File: src/rtl/multicycle_controller.sv
// Multicycle RV32I-style control unit: a Moore FSM that sequences fetch, decode,
// execute and writeback, and counts retired instructions.
module multicycle_controller (
  input  logic        Clk,
  input  logic        Clear,
  input  logic [6:0]  opcode,
  input  logic [2:0]  funct3,
  input  logic        funct7_5,
  input  logic        alu_zero,
  input  logic        mem_ready,
  output logic        mem_req,
  output logic        memwrite,
  output logic        adr_src,
  output logic        ir_write,
  output logic        pc_write,
  output logic        regwrite,
  output logic [1:0]  alu_srca,
  output logic [1:0]  alu_srcb,
  output logic [1:0]  result_src,
  output logic [3:0]  alu_control,
  output logic [3:0]  state,
  output logic        illegal,
  output logic [31:0] instret
);

  typedef enum logic [3:0] {
    S_FETCH    = 4'd0,
    S_DECODE   = 4'd1,
    S_MEMADR   = 4'd2,
    S_MEMREAD  = 4'd3,
    S_MEMWB    = 4'd4,
    S_MEMWRITE = 4'd5,
    S_EXECR    = 4'd6,
    S_EXECI    = 4'd7,
    S_ALUWB    = 4'd8,
    S_BRANCH   = 4'd9,
    S_JAL      = 4'd10,
    S_JALR     = 4'd11,
    S_LINK     = 4'd12,
    S_UPPER    = 4'd13,
    S_TRAP     = 4'd14
  } state_t;

  localparam logic [6:0] OP_LOAD   = 7'b0000011;
  localparam logic [6:0] OP_STORE  = 7'b0100011;
  localparam logic [6:0] OP_RTYPE  = 7'b0110011;
  localparam logic [6:0] OP_ITYPE  = 7'b0010011;
  localparam logic [6:0] OP_BRANCH = 7'b1100011;
  localparam logic [6:0] OP_JAL    = 7'b1101111;
  localparam logic [6:0] OP_JALR   = 7'b1100111;
  localparam logic [6:0] OP_LUI    = 7'b0110111;
  localparam logic [6:0] OP_AUIPC  = 7'b0010111;

  localparam logic [3:0] ALU_ADD  = 4'd0;
  localparam logic [3:0] ALU_SUB  = 4'd1;
  localparam logic [3:0] ALU_AND  = 4'd2;
  localparam logic [3:0] ALU_OR   = 4'd3;
  localparam logic [3:0] ALU_XOR  = 4'd4;
  localparam logic [3:0] ALU_SLT  = 4'd5;
  localparam logic [3:0] ALU_SLTU = 4'd6;
  localparam logic [3:0] ALU_SLL  = 4'd7;
  localparam logic [3:0] ALU_SRL  = 4'd8;
  localparam logic [3:0] ALU_SRA  = 4'd9;

  localparam logic [1:0] SRCA_PC    = 2'b00;
  localparam logic [1:0] SRCA_OLDPC = 2'b01;
  localparam logic [1:0] SRCA_RS1   = 2'b10;
  localparam logic [1:0] SRCA_ZERO  = 2'b11;
  localparam logic [1:0] SRCB_RS2   = 2'b00;
  localparam logic [1:0] SRCB_IMM   = 2'b01;
  localparam logic [1:0] SRCB_FOUR  = 2'b10;
  localparam logic [1:0] RES_ALUOUT = 2'b00;
  localparam logic [1:0] RES_MEM    = 2'b01;
  localparam logic [1:0] RES_ALU    = 2'b10;

  state_t      state_q, state_d;
  logic [31:0] instret_q, instret_d;
  state_t      decode_target;
  logic [3:0]  exec_alu;
  logic [3:0]  branch_alu;
  logic        branch_taken;

  logic        mem_req_c, memwrite_c, adr_src_c, ir_write_c, pc_write_c, regwrite_c;
  logic        illegal_c;
  logic [1:0]  alu_srca_c, alu_srcb_c, result_src_c;
  logic [3:0]  alu_control_c;

  // Encoding legality is resolved once in DECODE so later states never see a bad funct3.
  always_comb begin
    decode_target = S_TRAP;
    case (opcode)
      OP_LOAD:   if (funct3 != 3'b011 && funct3[2:1] != 2'b11) decode_target = S_MEMADR;
      OP_STORE:  if (funct3 <= 3'b010) decode_target = S_MEMADR;
      OP_RTYPE:  decode_target = S_EXECR;
      OP_ITYPE:  decode_target = S_EXECI;
      OP_BRANCH: if (funct3[2:1] != 2'b01) decode_target = S_BRANCH;
      OP_JAL:    decode_target = S_JAL;
      OP_JALR:   if (funct3 == 3'b000) decode_target = S_JALR;
      OP_LUI,
      OP_AUIPC:  decode_target = S_UPPER;
      default:   decode_target = S_TRAP;
    endcase
  end

  always_comb begin
    exec_alu = ALU_ADD;
    case (funct3)
      3'b000:  exec_alu = (state_q == S_EXECR && funct7_5) ? ALU_SUB : ALU_ADD;
      3'b001:  exec_alu = ALU_SLL;
      3'b010:  exec_alu = ALU_SLT;
      3'b011:  exec_alu = ALU_SLTU;
      3'b100:  exec_alu = ALU_XOR;
      3'b101:  exec_alu = funct7_5 ? ALU_SRA : ALU_SRL;
      3'b110:  exec_alu = ALU_OR;
      default: exec_alu = ALU_AND;
    endcase
  end

  // Even funct3 tests the compare for "equal/less", odd inverts it; 101/111 are >= forms.
  always_comb begin
    branch_alu   = ALU_ADD;
    branch_taken = 1'b0;
    case (funct3)
      3'b000:  begin branch_alu = ALU_SUB;  branch_taken = alu_zero;  end
      3'b001:  begin branch_alu = ALU_SUB;  branch_taken = ~alu_zero; end
      3'b100:  begin branch_alu = ALU_SLT;  branch_taken = ~alu_zero; end
      3'b101:  begin branch_alu = ALU_SLT;  branch_taken = alu_zero;  end
      3'b110:  begin branch_alu = ALU_SLTU; branch_taken = ~alu_zero; end
      3'b111:  begin branch_alu = ALU_SLTU; branch_taken = alu_zero;  end
      default: begin branch_alu = ALU_ADD;  branch_taken = 1'b0;      end
    endcase
  end

  always_comb begin
    state_d = state_q;
    case (state_q)
      S_FETCH:    if (mem_ready) state_d = S_DECODE;
      S_DECODE:   state_d = decode_target;
      S_MEMADR:   state_d = (opcode == OP_LOAD) ? S_MEMREAD : S_MEMWRITE;
      S_MEMREAD:  if (mem_ready) state_d = S_MEMWB;
      S_MEMWB:    state_d = S_FETCH;
      S_MEMWRITE: if (mem_ready) state_d = S_FETCH;
      S_EXECR:    state_d = S_ALUWB;
      S_EXECI:    state_d = S_ALUWB;
      S_ALUWB:    state_d = S_FETCH;
      S_BRANCH:   state_d = S_FETCH;
      S_JAL:      state_d = S_LINK;
      S_JALR:     state_d = S_LINK;
      S_LINK:     state_d = S_FETCH;
      S_UPPER:    state_d = S_ALUWB;
      S_TRAP:     state_d = S_FETCH;
      default:    state_d = S_FETCH;
    endcase
  end

  // A return to FETCH retires an instruction unless it came from a trap or a fetch stall.
  always_comb begin
    instret_d = instret_q;
    if (state_d == S_FETCH && state_q != S_FETCH && state_q != S_TRAP)
      instret_d = instret_q + 32'd1;
  end

  always_ff @(posedge Clk or negedge Clear) begin
    if (!Clear) begin
      state_q   <= S_FETCH;
      instret_q <= 32'd0;
    end else begin
      state_q   <= state_d;
      instret_q <= instret_d;
    end
  end

  always_comb begin
    mem_req_c     = 1'b0;
    memwrite_c    = 1'b0;
    adr_src_c     = 1'b0;
    ir_write_c    = 1'b0;
    pc_write_c    = 1'b0;
    regwrite_c    = 1'b0;
    illegal_c     = 1'b0;
    alu_srca_c    = SRCA_PC;
    alu_srcb_c    = SRCB_RS2;
    result_src_c  = RES_ALUOUT;
    alu_control_c = ALU_ADD;
    case (state_q)
      S_FETCH: begin
        mem_req_c = 1'b1;
        if (mem_ready) begin
          ir_write_c   = 1'b1;
          pc_write_c   = 1'b1;
          alu_srcb_c   = SRCB_FOUR;
          result_src_c = RES_ALU;
        end
      end
      S_DECODE: begin
        alu_srca_c = SRCA_OLDPC;
        alu_srcb_c = SRCB_IMM;
      end
      S_MEMADR: begin
        alu_srca_c = SRCA_RS1;
        alu_srcb_c = SRCB_IMM;
      end
      S_MEMREAD: begin
        mem_req_c = 1'b1;
        adr_src_c = 1'b1;
      end
      S_MEMWB: begin
        regwrite_c   = 1'b1;
        result_src_c = RES_MEM;
      end
      S_MEMWRITE: begin
        mem_req_c  = 1'b1;
        adr_src_c  = 1'b1;
        memwrite_c = 1'b1;
      end
      S_EXECR: begin
        alu_srca_c    = SRCA_RS1;
        alu_srcb_c    = SRCB_RS2;
        alu_control_c = exec_alu;
      end
      S_EXECI: begin
        alu_srca_c    = SRCA_RS1;
        alu_srcb_c    = SRCB_IMM;
        alu_control_c = exec_alu;
      end
      S_ALUWB: begin
        regwrite_c   = 1'b1;
        result_src_c = RES_ALUOUT;
      end
      S_BRANCH: begin
        alu_srca_c    = SRCA_RS1;
        alu_srcb_c    = SRCB_RS2;
        alu_control_c = branch_alu;
        pc_write_c    = branch_taken;
      end
      S_JAL: begin
        pc_write_c   = 1'b1;
        result_src_c = RES_ALUOUT;
      end
      S_JALR: begin
        alu_srca_c   = SRCA_RS1;
        alu_srcb_c   = SRCB_IMM;
        result_src_c = RES_ALU;
        pc_write_c   = 1'b1;
      end
      S_LINK: begin
        alu_srca_c   = SRCA_OLDPC;
        alu_srcb_c   = SRCB_FOUR;
        result_src_c = RES_ALU;
        regwrite_c   = 1'b1;
      end
      S_UPPER: begin
        alu_srca_c = (opcode == OP_LUI) ? SRCA_ZERO : SRCA_OLDPC;
        alu_srcb_c = SRCB_IMM;
      end
      S_TRAP: illegal_c = 1'b1;
      default: ;
    endcase
  end

  // Clear masks every control output combinationally so an in-flight access dies at once.
  assign mem_req     = Clear & mem_req_c;
  assign memwrite    = Clear & memwrite_c;
  assign adr_src     = Clear & adr_src_c;
  assign ir_write    = Clear & ir_write_c;
  assign pc_write    = Clear & pc_write_c;
  assign regwrite    = Clear & regwrite_c;
  assign illegal     = Clear & illegal_c;
  assign alu_srca    = Clear ? alu_srca_c    : 2'b00;
  assign alu_srcb    = Clear ? alu_srcb_c    : 2'b00;
  assign result_src  = Clear ? result_src_c  : 2'b00;
  assign alu_control = Clear ? alu_control_c : 4'd0;
  assign state       = state_q;
  assign instret     = instret_q;

endmodule

File: config.mk
export PLATFORM = sky130hd
export DESIGN_NAME = multicycle_controller
export DESIGN_NICKNAME = d
export VERILOG_FILES = /design/src/rtl/multicycle_controller.sv
export SDC_FILE = /design/constraint.sdc
export NUM_CORES = 1
export LEC_CHECK = 0
export CORE_MARGIN = 1
export CORE_UTILIZATION = 33
export DETAILED_ROUTE_END_ITERATION = 8
export SYNTH_ARGS = -nofsm -noshare
export SYNTH_HDL_FRONTEND = slang
export SYNTH_SLANG_ARGS = --single-unit
export TNS_END_PERCENT = 50
File: constraint.sdc
create_clock -name Clk -period 2.31 [get_ports Clk]
set_clock_uncertainty 0.2 [all_clocks]
set_input_delay 0.3465 -clock Clk [delete_from_list [all_inputs] [get_ports Clk]]
set_output_delay 0.3465 -clock Clk [all_outputs]
set_load 0.005 [all_outputs]
==> results by group <==
Final layout
  • P&R area growth vs syn: 74.37%
  • Register area: 904.6 µm²
  • Fillers: 659
  • Share of cells above drive strength 1: 34.78%
  • Multi-input gate area: 1815 µm²
  • Final Non-Filler Cells: 513
  • Final #Nets: 429
  • Ant. Diodes: 0
  • Final core utilization: 59.54%

Power
  • Leak: 0.002044 µW
  • Comb power frac: between 60% and 70%
  • Pint: 2369 µW
  • Clock power share: 11.4%
  • Sw Pwr: 1670 µW
  • Sequential power share: 20.5%
  • PwrDens: ~930 nW/µm²
  • Sw Share: 41.35%
  • Worst vdd ir: 0.4811 mV
  • Overall power: 4040 µW

Placed design
  • Post-Place Cells: 479
  • Placer Congestion: 0.8299
  • Detail Placement HPWL: approximately 4.8 mm
  • IO Port Bufs: 67
  • Pre-CTS WS: -555.3 ps

Die
  • Site row count: 31
  • I/O Pins: 68
  • Die Wd: roughly 90 µm
  • Initial cell density of the core: 34.15%
  • Die area: between 7000 and 8000 µm²
  • Core box area: 7292 µm²
  • Die height: 88.86 µm

Synthesis
  • Synthesized area per cell: 8.767 µm²
  • Ys flop type: dfrtp_1
  • Synth unique cells: 50
  • Synth Cell Area: 2490 µm²
  • Asr flop ratio synth: 100.0%
  • Top cells by count, synth: dfrtp_1, xor2_1, nand2_1
  • Synth warnings: 0
  • Top-count cell post-synth: dfrtp_1
  • Area contributors post-synth: dfrtp_1, xor2_1, nor4_2
  • Top-area cell type share of the netlist area: between 30% and 40%
  • Syn nets: 300
  • Synth Register Bits: 36
  • Synthesized instance count: 284
  • Post-synth top area cell: dfrtp_1
  • Sequential-to-total area share from yosys stat: between 30% and 40%
  • Post-synth EDFFs: 0

GRT
  • Initial antenna violation count: 0
  • Vias in the first global route: 2436
  • Largest net degree at the start of global routing: 37
  • GR Util All Layers: 18.76%
  • First-pass GRT wire length: 11.43 mm
  • GR Overflow Total: 0

Flow run
  • # Max-Cap Violations: 0

Routing
  • Iteration count of the initial detailed-routing pass: 4
  • Vias per inst: about 5.2
  • DRT Wirelength: 7.423 mm
  • 1st-iter DRT viols: 90
  • # DRC: 0
  • Avg WL per Cell: 14.47 µm
  • Post-route ant nets: 0
  • Vias: 2677

Clocking
  • Hold-fix buffer count after cts: 0
  • H-Tree Depth: 2
  • Clock Sinks: 36
  • CTS max path bufs: 2
  • Clock latency on the worst-skew pair: 290 ps
  • CTS Buf Count: 5
  • Clock root cell: clkbuf_8
  • CTS tree: built
  • Clock Pin Slew Worst Setup and Hold Paths: 70 ps

Critical path
  • Crit end category: flop
  • CP startpoint kind: flop
  • Critical Path AT: 2390 ps
  • Crit path kind: reg2reg
  • Worst Reg-to-Reg Cells: 9
  • Worst EP required: 2280 ps
  • CP max FO: 6

STA
  • Final Cycle Share: 104.7%
  • Max transition margin: 65.40%
  • Final min period: approximately 2400 ps
  • Final setup margin: -108.7 ps
  • Slew @ Worst Pin: 515.9 ps
  • Max Slew Vio Count: 0
  • Fin. Hold Viols: 0
  • Fmax achieved: approximately 410 MHz
  • Final setup violating endpoints: 33
  • RSZ-0062 raised after global routing: true

Outcome
  • Violated checks: negative setup slack
  • Status: finished with violations

Min path
  • Worst Hold Class: in2async
-- flip-flops by register name (all words and copies together), names as in the netlist --
| signal | flops |
|---|---|
| instret | 32 |
| state | 4 |
-- cell families (layout without fill, tap and decap cells) --
kind of cell / after synthesis / in the layout / share of synthesized area, %
DFF: 36 / 36 / 36.18
adders and majority gates: 1 / 1 / 0.5024
AOI/OAI and AO/OA: 41 / 41 / 11.26
muxes: 1 / 1 / 0.4522
and+or+nand+nor: 146 / 146 / 35.28
buffers and inverters: 26 / 156 / 4.724
xor gates and xnor gates: 33 / 33 / 11.61
-- worst paths after layout --
| path | end | slack (ps) | from |
|---|---|---|---|
| worst max-delay path | instret[1] | -110 | state[3] |
| worst min-delay path | instret[24] | 60 | Clear |
| worst max register to register | instret[1] | -110 | state[3] |
| worst min register to register | instret[31] | 270 | instret[31] |
| max in group asynchronous | state[3] | 1500 | Clear |
| min in group Clk | instret[31] | 270 | instret[31] |
-- power groups by stage --
stage | registers [µW] | clock network (µW) | logic [µW]
after floorplan | 831 | 0 | 948
after global placement | 833 | 0 | 1890
after detailed placement | 830 | 0 | 1910
after CTS | 820 | 470 | 2440
after global routing | 842 | 498 | 2930
final | 827 | 462 | 2750
-- layout make-up --
cell class	count	share of cell area, %
well taps	99	2.853
clock buffers	8	2.075
multi-input cells	222	41.82
flip-flops and latches	36	20.84
inverters	5	0.4323
repair buffers	143	31.99
-- worst max-delay path, stage by stage (launching register included) --
cell       delay (ps)
dfrtp_2           470
buf_6             140
or4b_4            550
nor2_4            120
o2111ai_4         140
o2111ai_4         120
buf_12            170
buf_6             110
nor2_4             30
mux2_2            250
-- placed cells by master, fill, tap and decap left out, drive strengths merged, types with 7 or more instances in the layout --
cell type	count
dlygate4sd2	12
clkbuf	13
buf	77
and3	11
nor2	16
clkdlybuf4s50	41
nand3	18
nand4	8
xor2	31
o21ai	8
nand2	24
nor4	21
nor2b	15
a21oi	9
nor3	13
dfrtp	36
dlymetal6s2s	7
-- routing by layer --
metal / global-route usage (%) / wire length (µm) / vias to the layer above
met5: 0 / 0 / -
met4: 6.305 / 130 / 0
met3: 3.078 / 285 / 11
met2: 32.94 / 3818 / 72
met1: 23.29 / 3188 / 1306
li1: - / - / 1288
-- through the flow --
stage	area (µm²)	setup TNS [ps]	hold slack [ps]
final	4342	-2039	57.21
after global routing	4342	-4449	113.3
after global placement	3632	-16280	255.4
after CTS	4138	-1384	81.98
after detailed placement	3632	-16790	263.7
after floorplan	2522	0	-149.1
-- timing repair --
item / 4_1_cts / 5_1_grt
resized for setup: 74 / 46
gates cloned: 1 / 2
pin swaps: 16 / 19
setup endpoints to repair: 47 / 44
buffers inserted: 18 / 8
Power figures use the tool's default switching activity.
